**config.mk**
```make
export PLATFORM = sky130hd
export DESIGN_NAME = hid2ps2_mod_events
export DESIGN_NICKNAME = d
export VERILOG_FILES = /design/src/rtl/hid2ps2_mod_events.sv
export SDC_FILE = /design/constraint.sdc
export NUM_CORES = 1
export LEC_CHECK = 0
export CAP_MARGIN = 20
export CORE_MARGIN = 2
export CORE_UTILIZATION = 45
export CTS_CLUSTER_DIAMETER = 40
export DETAILED_ROUTE_END_ITERATION = 10
export PLACE_DENSITY = 0.86
export SYNTH_ARGS = -nofsm -noshare
export SYNTH_HDL_FRONTEND = slang
export SYNTH_SLANG_ARGS = --single-unit
```
**constraint.sdc**
```tcl
create_clock -name clk -period 4.8 [get_ports clk]
set_input_delay 0.72 -clock clk [delete_from_list [all_inputs] [get_ports clk]]
set_output_delay 0.72 -clock clk [all_outputs]
set_load 0.01 [all_outputs]
```
**src/rtl/hid2ps2_mod_events.sv**
```systemverilog
// hid2ps2_mod_events: turns the USB HID modifier byte into PS/2 make/break
// events on a valid/ready handshake, plus a per-modifier level vector.
// The last usb sample (target) is compared with the state already reported
// to the consumer (cur). The lowest differing modifier becomes the next event.
// Optional feature macro: HID2PS2_MOD_SERIAL_EN
//   undefined : one 9-bit word per event (bit 8 = E0-extended)
//   defined   : each event is sent as raw bytes E0 (if extended), F0 (if
//               break), code; evt_code[8] marks the last byte of the event.
module hid2ps2_mod_events #(
   parameter int MOD_BITS = 8
) (
   input  logic                    clk,
   input  logic                    reset,
   input  logic                    usb_valid,
   input  logic [MOD_BITS-1:0]     usb,
   output logic                    evt_valid,
   input  logic                    evt_ready,
   output logic [8:0]              evt_code,
   output logic                    evt_break,
   output logic [9*MOD_BITS-1:0]   ps2,
   output logic                    busy
);

   localparam int IDX_W = (MOD_BITS > 1) ? $clog2(MOD_BITS) : 1;

   // Scancode for modifier bit i; bit 8 flags an E0-prefixed key.
   function automatic logic [8:0] code_of(input int i);
      logic [8:0] c;
      case (i)
         0:       c = 9'h014;   // LCtrl
         1:       c = 9'h012;   // LShift
         2:       c = 9'h011;   // LAlt
         3:       c = 9'h11F;   // LGUI
         4:       c = 9'h114;   // RCtrl
         5:       c = 9'h059;   // RShift
         6:       c = 9'h111;   // RAlt
         7:       c = 9'h127;   // RGUI
         default: c = 9'h000;
      endcase
      return c;
   endfunction

`ifdef HID2PS2_MOD_SERIAL_EN
   typedef enum logic [1:0] {S_IDLE, S_PFX_E0, S_PFX_F0, S_CODE} state_t;
`else
   typedef enum logic {S_IDLE, S_EMIT} state_t;
`endif

   state_t               state_q, state_d;
   logic [MOD_BITS-1:0]  target_q, target_d;
   logic [MOD_BITS-1:0]  cur_q, cur_d;
   logic [IDX_W-1:0]     idx_q, idx_d;
   logic [8:0]           code_q, code_d;
   logic                 brk_q, brk_d;

   logic [MOD_BITS-1:0]  diff;
   logic [IDX_W-1:0]     scan_idx;

   assign diff = target_q ^ cur_q;

   // Priority scan: lowest differing modifier wins, press or release alike.
   always_comb begin
      scan_idx = '0;
      for (int i = MOD_BITS - 1; i >= 0; i--) begin
         if (diff[i]) scan_idx = IDX_W'(i);
      end
   end

   // Next-state logic: latch an event from IDLE, retire it on the final handshake.
   always_comb begin
      state_d  = state_q;
      idx_d    = idx_q;
      code_d   = code_q;
      brk_d    = brk_q;
      cur_d    = cur_q;
      // Input is never back-pressured; a sample at an accept edge still lands.
      target_d = usb_valid ? usb : target_q;
      case (state_q)
         S_IDLE: begin
            if (diff != '0) begin
               idx_d  = scan_idx;
               code_d = code_of(int'(scan_idx));
               brk_d  = cur_q[scan_idx];
`ifdef HID2PS2_MOD_SERIAL_EN
               if (code_of(int'(scan_idx)) >= 9'h100) state_d = S_PFX_E0;
               else if (cur_q[scan_idx])               state_d = S_PFX_F0;
               else                                    state_d = S_CODE;
`else
               state_d = S_EMIT;
`endif
            end
         end
`ifdef HID2PS2_MOD_SERIAL_EN
         S_PFX_E0: begin
            if (evt_ready) state_d = brk_q ? S_PFX_F0 : S_CODE;
         end
         S_PFX_F0: begin
            if (evt_ready) state_d = S_CODE;
         end
         S_CODE: begin
            if (evt_ready) begin
               cur_d[idx_q] = ~cur_q[idx_q];
               state_d      = S_IDLE;
            end
         end
`else
         S_EMIT: begin
            if (evt_ready) begin
               cur_d[idx_q] = ~cur_q[idx_q];
               state_d      = S_IDLE;
            end
         end
`endif
         default: state_d = S_IDLE;
      endcase
   end

   // State registers; reset drops any in-flight event and forgets held keys.
   always_ff @(posedge clk or posedge reset) begin
      if (reset) begin
         state_q  <= S_IDLE;
         target_q <= '0;
         cur_q    <= '0;
         idx_q    <= '0;
         code_q   <= '0;
         brk_q    <= 1'b0;
      end else begin
         state_q  <= state_d;
         target_q <= target_d;
         cur_q    <= cur_d;
         idx_q    <= idx_d;
         code_q   <= code_d;
         brk_q    <= brk_d;
      end
   end

   // Event outputs depend only on registers, so they stay stable while stalled.
   always_comb begin
      evt_valid = (state_q != S_IDLE);
      evt_break = (state_q != S_IDLE) ? brk_q : 1'b0;
      evt_code  = 9'h000;
      busy      = (state_q != S_IDLE) || (diff != '0);
      case (state_q)
`ifdef HID2PS2_MOD_SERIAL_EN
         S_PFX_E0: evt_code = {1'b0, 8'hE0};
         S_PFX_F0: evt_code = {1'b0, 8'hF0};
         S_CODE:   evt_code = {1'b1, code_q[7:0]};
`else
         S_EMIT:   evt_code = code_q;
`endif
         default:  evt_code = 9'h000;
      endcase
   end

   // Level vector follows the reported state, entry 0 in the top slot.
   genvar gi;
   generate
      for (gi = 0; gi < MOD_BITS; gi++) begin : g_ps2
         assign ps2[9*(MOD_BITS-1-gi) +: 9] = cur_q[gi] ? code_of(gi) : 9'h000;
      end
   endgenerate

endmodule

```
==> results of run 1 <==
[metrics by stage]
stage                     cells    util  setup slack (ps)  power [uW]
after floorplan             254       -              2728        1007
after global routing        294  0.5493              1555        1556
after detailed placement    285  0.5201              2074        1233
final                       294  0.5493              1735        1456
after CTS                   293  0.5431              1750        1467
after global placement      285  0.5201              2153        1213
[critical path, cell delays in order, from the launching register on]
cell	delay, ps
dfrtp_1	460
xor2_1	230
nor4_1	640
nand3_1	210
clkdlybuf4s50_1	520
[sequential cells by signal, summed over array words and instances, names as in the netlist]
| signal | cells |
|---|---|
| brk_q | 1 |
| code_q | 8 |
| cur_q | 8 |
| evt_valid | 1 |
| idx_q | 3 |
| target_q | 8 |
[kinds of logic after synthesis]
group	Yosys count	share of synthesized area
adders and majority gates	1	0.006016
muxes	23	0.1342
xor gates and xnor gates	13	0.05475
AOI/OAI and AO/OA	22	0.08845
and+or+nand+nor	46	0.1083
other	1	0.001803
buffers and inverters	74	0.2575
DFF	29	0.3490
[cells in the final DEF, fill, tap and decap left out, types with 2 or more instances in the layout]
master,Yosys,routed
clkbuf_8,0,7
nand2b_1,2,2
nand2_1,10,10
mux2i_1,5,5
dfrtp_1,29,29
inv_1,3,3
clkdlybuf4s50_1,0,49
and2_1,8,8
nor3_1,5,5
nand3_1,5,5
nor2_1,11,11
nand4_1,2,2
a21o_1,2,2
xor2_1,7,7
a211o_1,2,2
conb_1,1,46
xnor2_1,6,6
o21ai_0,3,3
mux2_2,16,16
a21oi_1,4,4
[where the power goes]
group          internal, uW  switching, uW  total [uW]
Combinational           429            366         795
Clock                   129           95.0         224
Sequential              319            118         437
Total                   877            579        1460
[final cells by class]
type,count,area share
inverters,4,0.01135
well taps,52,0.02683
repair buffers,50,0.2136
clock inverters,1,0.002064
flip-flops and latches,29,0.2993
multi-input cells,151,0.4071
clock buffers,7,0.03973
[per-layer routing]
layer | up-vias | global-route usage
li1 | 657 | -
met1 | 654 | 0.1881
met2 | 60 | 0.2706
met3 | 5 | 0.05417
met4 | 0 | 0.06289
met5 | - | 0
[path summary, 6_finish.rpt]
check	endpoint	depth (start not counted)	from	slack (ps)
worst max-delay path	busy	4	cur_q[4]$_DFFE_PP0P_	1730
worst max register to register	brk_q$_DFFE_PP0P_	6	cur_q[3]$_DFFE_PP0P_	2370
max in group asynchronous	cur_q[1]$_DFFE_PP0P_	3	reset	3570
min in group asynchronous	cur_q[3]$_DFFE_PP0P_	2	reset	760
worst min register to register	code_q[8]$_DFFE_PP0P_	2	code_q[8]$_DFFE_PP0P_	480
worst min-delay path	code_q[8]$_DFFE_PP0P_	2	code_q[8]$_DFFE_PP0P_	480
==> results_dict.tcl, run 1 <==
set metrics [dict create \
    area_delta_synth_final_pct 16.61 \
    post-route-drc-count 0 \
    routed_wl_mm 3.859 \
    finalCritPeriodShare 0.6386 \
    final_area_sq_um 2425 \
    syn_area_sq_um 2079 \
    synthCells 209 \
    top_layer "met4" \
    setup_violations 0 \
    slew_headroom 0.4411 \
    placed_area_sq_um 2296 \
    required_ps 4080 \
    grt_pass1_wl_mm 6.285 \
    ant_nets 0 \
    rsz0062_at_grt "no" \
    place_hpwl_mm 2.900 \
    numCtsBuffers 5 \
    seqCellArea_sq_um 725.7 \
    post_cts_resized 0 \
    synth_top_flop_cell "dfrtp_1" \
    grt_pass1_vias 1338 \
    status "finished clean" \
    die_y_um 71.98 \
    yosys-top-cells-area "dfrtp_1 35%, buf_4 23%, mux2_2 8.7%, xor2_1 2.9%, xnor2_1 2.5%" \
    slew_violations 0 \
    tightest_slew_ps 832.8 \
    skew_ps 5.617 \
    cts.hold.buffers_added 0 \
    wl_per_cell_um 13.13 \
    root_buffer "clkbuf_8" \
    peakVddDrop_mv 0.2943 \
    route.layer.met1.wl_mm 1.565 \
    ys_seq_area_frac 0.3490 \
    nFillCells 412 \
    post_cts_buffers 0 \
    fmax_ghz 0.3263 \
    cts_max_level 2 \
    vias 1376 \
    gp_congestion 0.8115 \
    initial_core_util 0.4711 \
    synth_top_area_cell "dfrtp_1" \
    p_leak_uw 0.001089 \
    clockBufferDepth 2 \
    synth-edff-count 0 \
    clock_sinks 29 \
    path_class "reg -> out" \
    gr-total-overflow 0 \
    wl_met2_mm 1.992 \
    endpoint_kind "output pin" \
    yosys_warnings 0 \
    min_path_type "reg -> reg" \
    vias_per_cell 4.680 \
    multi_input_area_sq_um 987.2 \
    clk_pin_slew_ps 60 \
    grt_max_degree 30 \
    crit_arrival_ps 2350 \
    fin_nets 254 \
    met3_wirelength_um 233 \
    io_buffers 49 \
    antenna_cells 0 \
    p_per_area_nw_per_um2 600.5 \
    drive_gt1_frac 0.1240 \
    drt-initial-drc-count 36 \
    crit_path_max_fanout 7 \
    cts_tree "yes" \
    hold_viol 0 \
    post-synth-top-count-cell "buf_4" \
    tns_ps 0 \
    synth_cell_types 39 \
    die-area_sq_um 5181 \
    synth_seq_cells 29 \
    max_cap_violations 0 \
    insertion_delay_ps 290 \
    core-area_sq_um 4414 \
    whs_ps 481.4 \
    die-width_um 71.98 \
    start_kind "register" \
    antenna_found_initial 0 \
    synthArstFlopShare 1.000 \
    synth_top_area_frac 0.3490 \
    syn_area_per_cell_sq_um 9.950 \
    first_pass_iters 4 \
    min_period_ps 3065 \
    rows 24 \
    synthTopCellsByCount "65 x buf_4, 29 x dfrtp_1, 16 x mux2_2, 11 x nor2_1, 10 x nand2_1" \
    grt_use_total 0.1602 \
    ioPinCount 96 \
]
(Power assumes the default switching activity.)
==> run 2, diff against run 1 <==
- CORE_UTILIZATION: 45 -> 38
- PLACE_DENSITY: 0.86 -> 0.78
- clock period: 4.8 -> 2.6 ns (I/O delays scaled with it)
==> run 2 against run 1 <==
  * Design area up 2.1%
  * First-iteration DRC count up 81%
  * Worst hold slack worse by 8.6 ps
  * Clock skew down 3.3 ps
  * Sequential share of layout area down 0.61 points
  * Count of clock-buffer cells in the layout unchanged
  * Via count down 0.36%
  * Register-to-register slack worse by 1900 ps
  * Critical path type unchanged
  * Final cell count up 7.1%
  * Combinational power up 92%
  * Sequential power up 86%
==> results_dict.tcl, run 2 (synthesis gave the netlist of run 1 again) <==
set metrics [dict create \
    clockBufferDepth 2 \
    gr-total-overflow 0 \
    final_cell_mix "49 x clkdlybuf4s50_1, 46 x conb_1, 29 x dfrtp_1" \
    antenna_found_initial 0 \
    status "finished clean" \
    final_cells 315 \
    area_delta_synth_final_pct 19.01 \
    start_kind "register" \
    die-width_um 77.98 \
    dp.cells 308 \
    cts_max_level 2 \
    initial_core_util 0.3995 \
    grt_pass1_vias 1283 \
    ioPinCount 96 \
    clk_pin_slew_ps 60 \
    routed_wl_mm 3.942 \
    grt_pass1_wl_mm 6.354 \
    final_area_sq_um 2475 \
    cpPeakStageDelay_ps 520 \
    fin_nets 258 \
    ant_nets 0 \
    wl_per_cell_um 12.51 \
    antenna_cells 0 \
    crit_path_max_fanout 7 \
    layout_commonest_cell "clkdlybuf4s50_1" \
    p_per_area_nw_per_um2 1096 \
    p_leak_uw 0.001108 \
    fmax_ghz 0.4048 \
    cts_tree "yes" \
    required_ps 2210 \
    finalCritPeriodShare 0.9502 \
    placed_area_sq_um 2356 \
    vias_per_cell 4.352 \
    setup_violations 0 \
    max_cap_violations 0 \
    vias 1371 \
    cp_slowest_cell "clkdlybuf4s50_1" \
    post-route-drc-count 0 \
    critPathBufInv 1 \
    slew_headroom 0.5941 \
    min_path_type "in -> async" \
    gp_congestion 0.8282 \
    grt_max_degree 30 \
    nFillCells 494 \
    endpoint_kind "output pin" \
    skew_ps 2.355 \
    cp_cell_sequence "xnor2_2, nand2_1, nor3_4, nand3_1, clkdlybuf4s50_1" \
    peakVddDrop_mv 0.6233 \
    path_class "reg -> out" \
    place_hpwl_mm 2.986 \
    die-area_sq_um 6080 \
    slew_violations 0 \
    grt_use_total 0.1339 \
    core-area_sq_um 5205 \
    top_regs "code_q: 8 flops, cur_q: 8 flops, target_q: 8 flops" \
    crit_arrival_ps 2080 \
    numCtsBuffers 5 \
    die_y_um 77.98 \
    insertion_delay_ps 280 \
    min_period_ps 2471 \
    clock_sinks 29 \
    critPathTopFamily "simple AND/OR/NAND/NOR gates" \
    tightest_slew_ps 592.0 \
    r2r_slack_ps 430 \
    io_buffers 49 \
    first_pass_iters 4 \
    rows 26 \
    drive_gt1_frac 0.1469 \
    root_buffer "clkbuf_8" \
    hold_viol 0 \
    drt-initial-drc-count 65 \
]
-- run 2: layout make-up --
class	count	area, sq um	share of cell area
multi-input combinational	151	1020	0.4120
sequential	29	725.7	0.2932
timing repair buffer	54	528.0	0.2133
tap	70	87.58	0.03539
clock buffer	7	86.33	0.03488
inverter	4	27.53	0.01112
-- run 2: timing repair --
item                                   in CTS  in global routing
hold buffers                                0                  0
buffers inserted                            0                  0
resized for setup                           1                  4
endpoints found under the hold margin       0                  0
setup endpoints to repair                   1                  1
-- run 2: power breakdown --
part | switching, uW | internal [uW] | total [uW]
logic | 706 | 826 | 1530
clock network | 160 | 209 | 369
registers | 222 | 590 | 812
-- run 2: through the flow --
stage | total power, uW | hold WS, ps | utilization | TNS (ps) | setup WS (ps)
after detailed placement | 2306 | 461.0 | 0.4526 | 0 | 274.7
after floorplan | 1859 | 441.8 | - | 0 | 604.3
final | 2713 | 472.8 | 0.4755 | 0 | 129.4
after global routing | 2896 | 507.5 | 0.4755 | -5.283 | -5.283
after CTS | 2698 | 474.6 | 0.4702 | 0 | 60.96
after global placement | 2286 | 459.1 | 0.4526 | 0 | 397.0
-- run 2: path summary, 6_finish.rpt --
| check | startpoint | end | cells after the start |
|---|---|---|---|
| setup / recovery | cur_q[0]$_DFFE_PP0P_ | busy | 5 |
| hold / removal | reset | target_q[3]$_DFFE_PP0P_ | 3 |
| setup reg to reg | cur_q[3]$_DFFE_PP0P_ | code_q[1]$_DFFE_PP0P_ | 8 |
| hold reg to reg | code_q[6]$_DFFE_PP0P_ | code_q[6]$_DFFE_PP0P_ | 1 |
| max in group asynchronous | reset | code_q[8]$_DFFE_PP0P_ | 3 |
| min in group clk | code_q[6]$_DFFE_PP0P_ | code_q[6]$_DFFE_PP0P_ | 1 |
-- run 2: worst reg2reg max path: cells and delay by family (launching register included) --
family          cells  cell delay (ps)
compound gates      4              820
buf+inv             1               80
simple gates        1              190
flops               1              510
fa+ha+maj           1              210
xor+xnor            1              260
-- run 2: metal layers --
metal	track usage	routed length (um)	up-vias
li1	-	-	667
met4	0.04211	47	0
met5	0	0	-
met2	0.2121	1947	63
met1	0.1703	1678	635
met3	0.04884	269	6
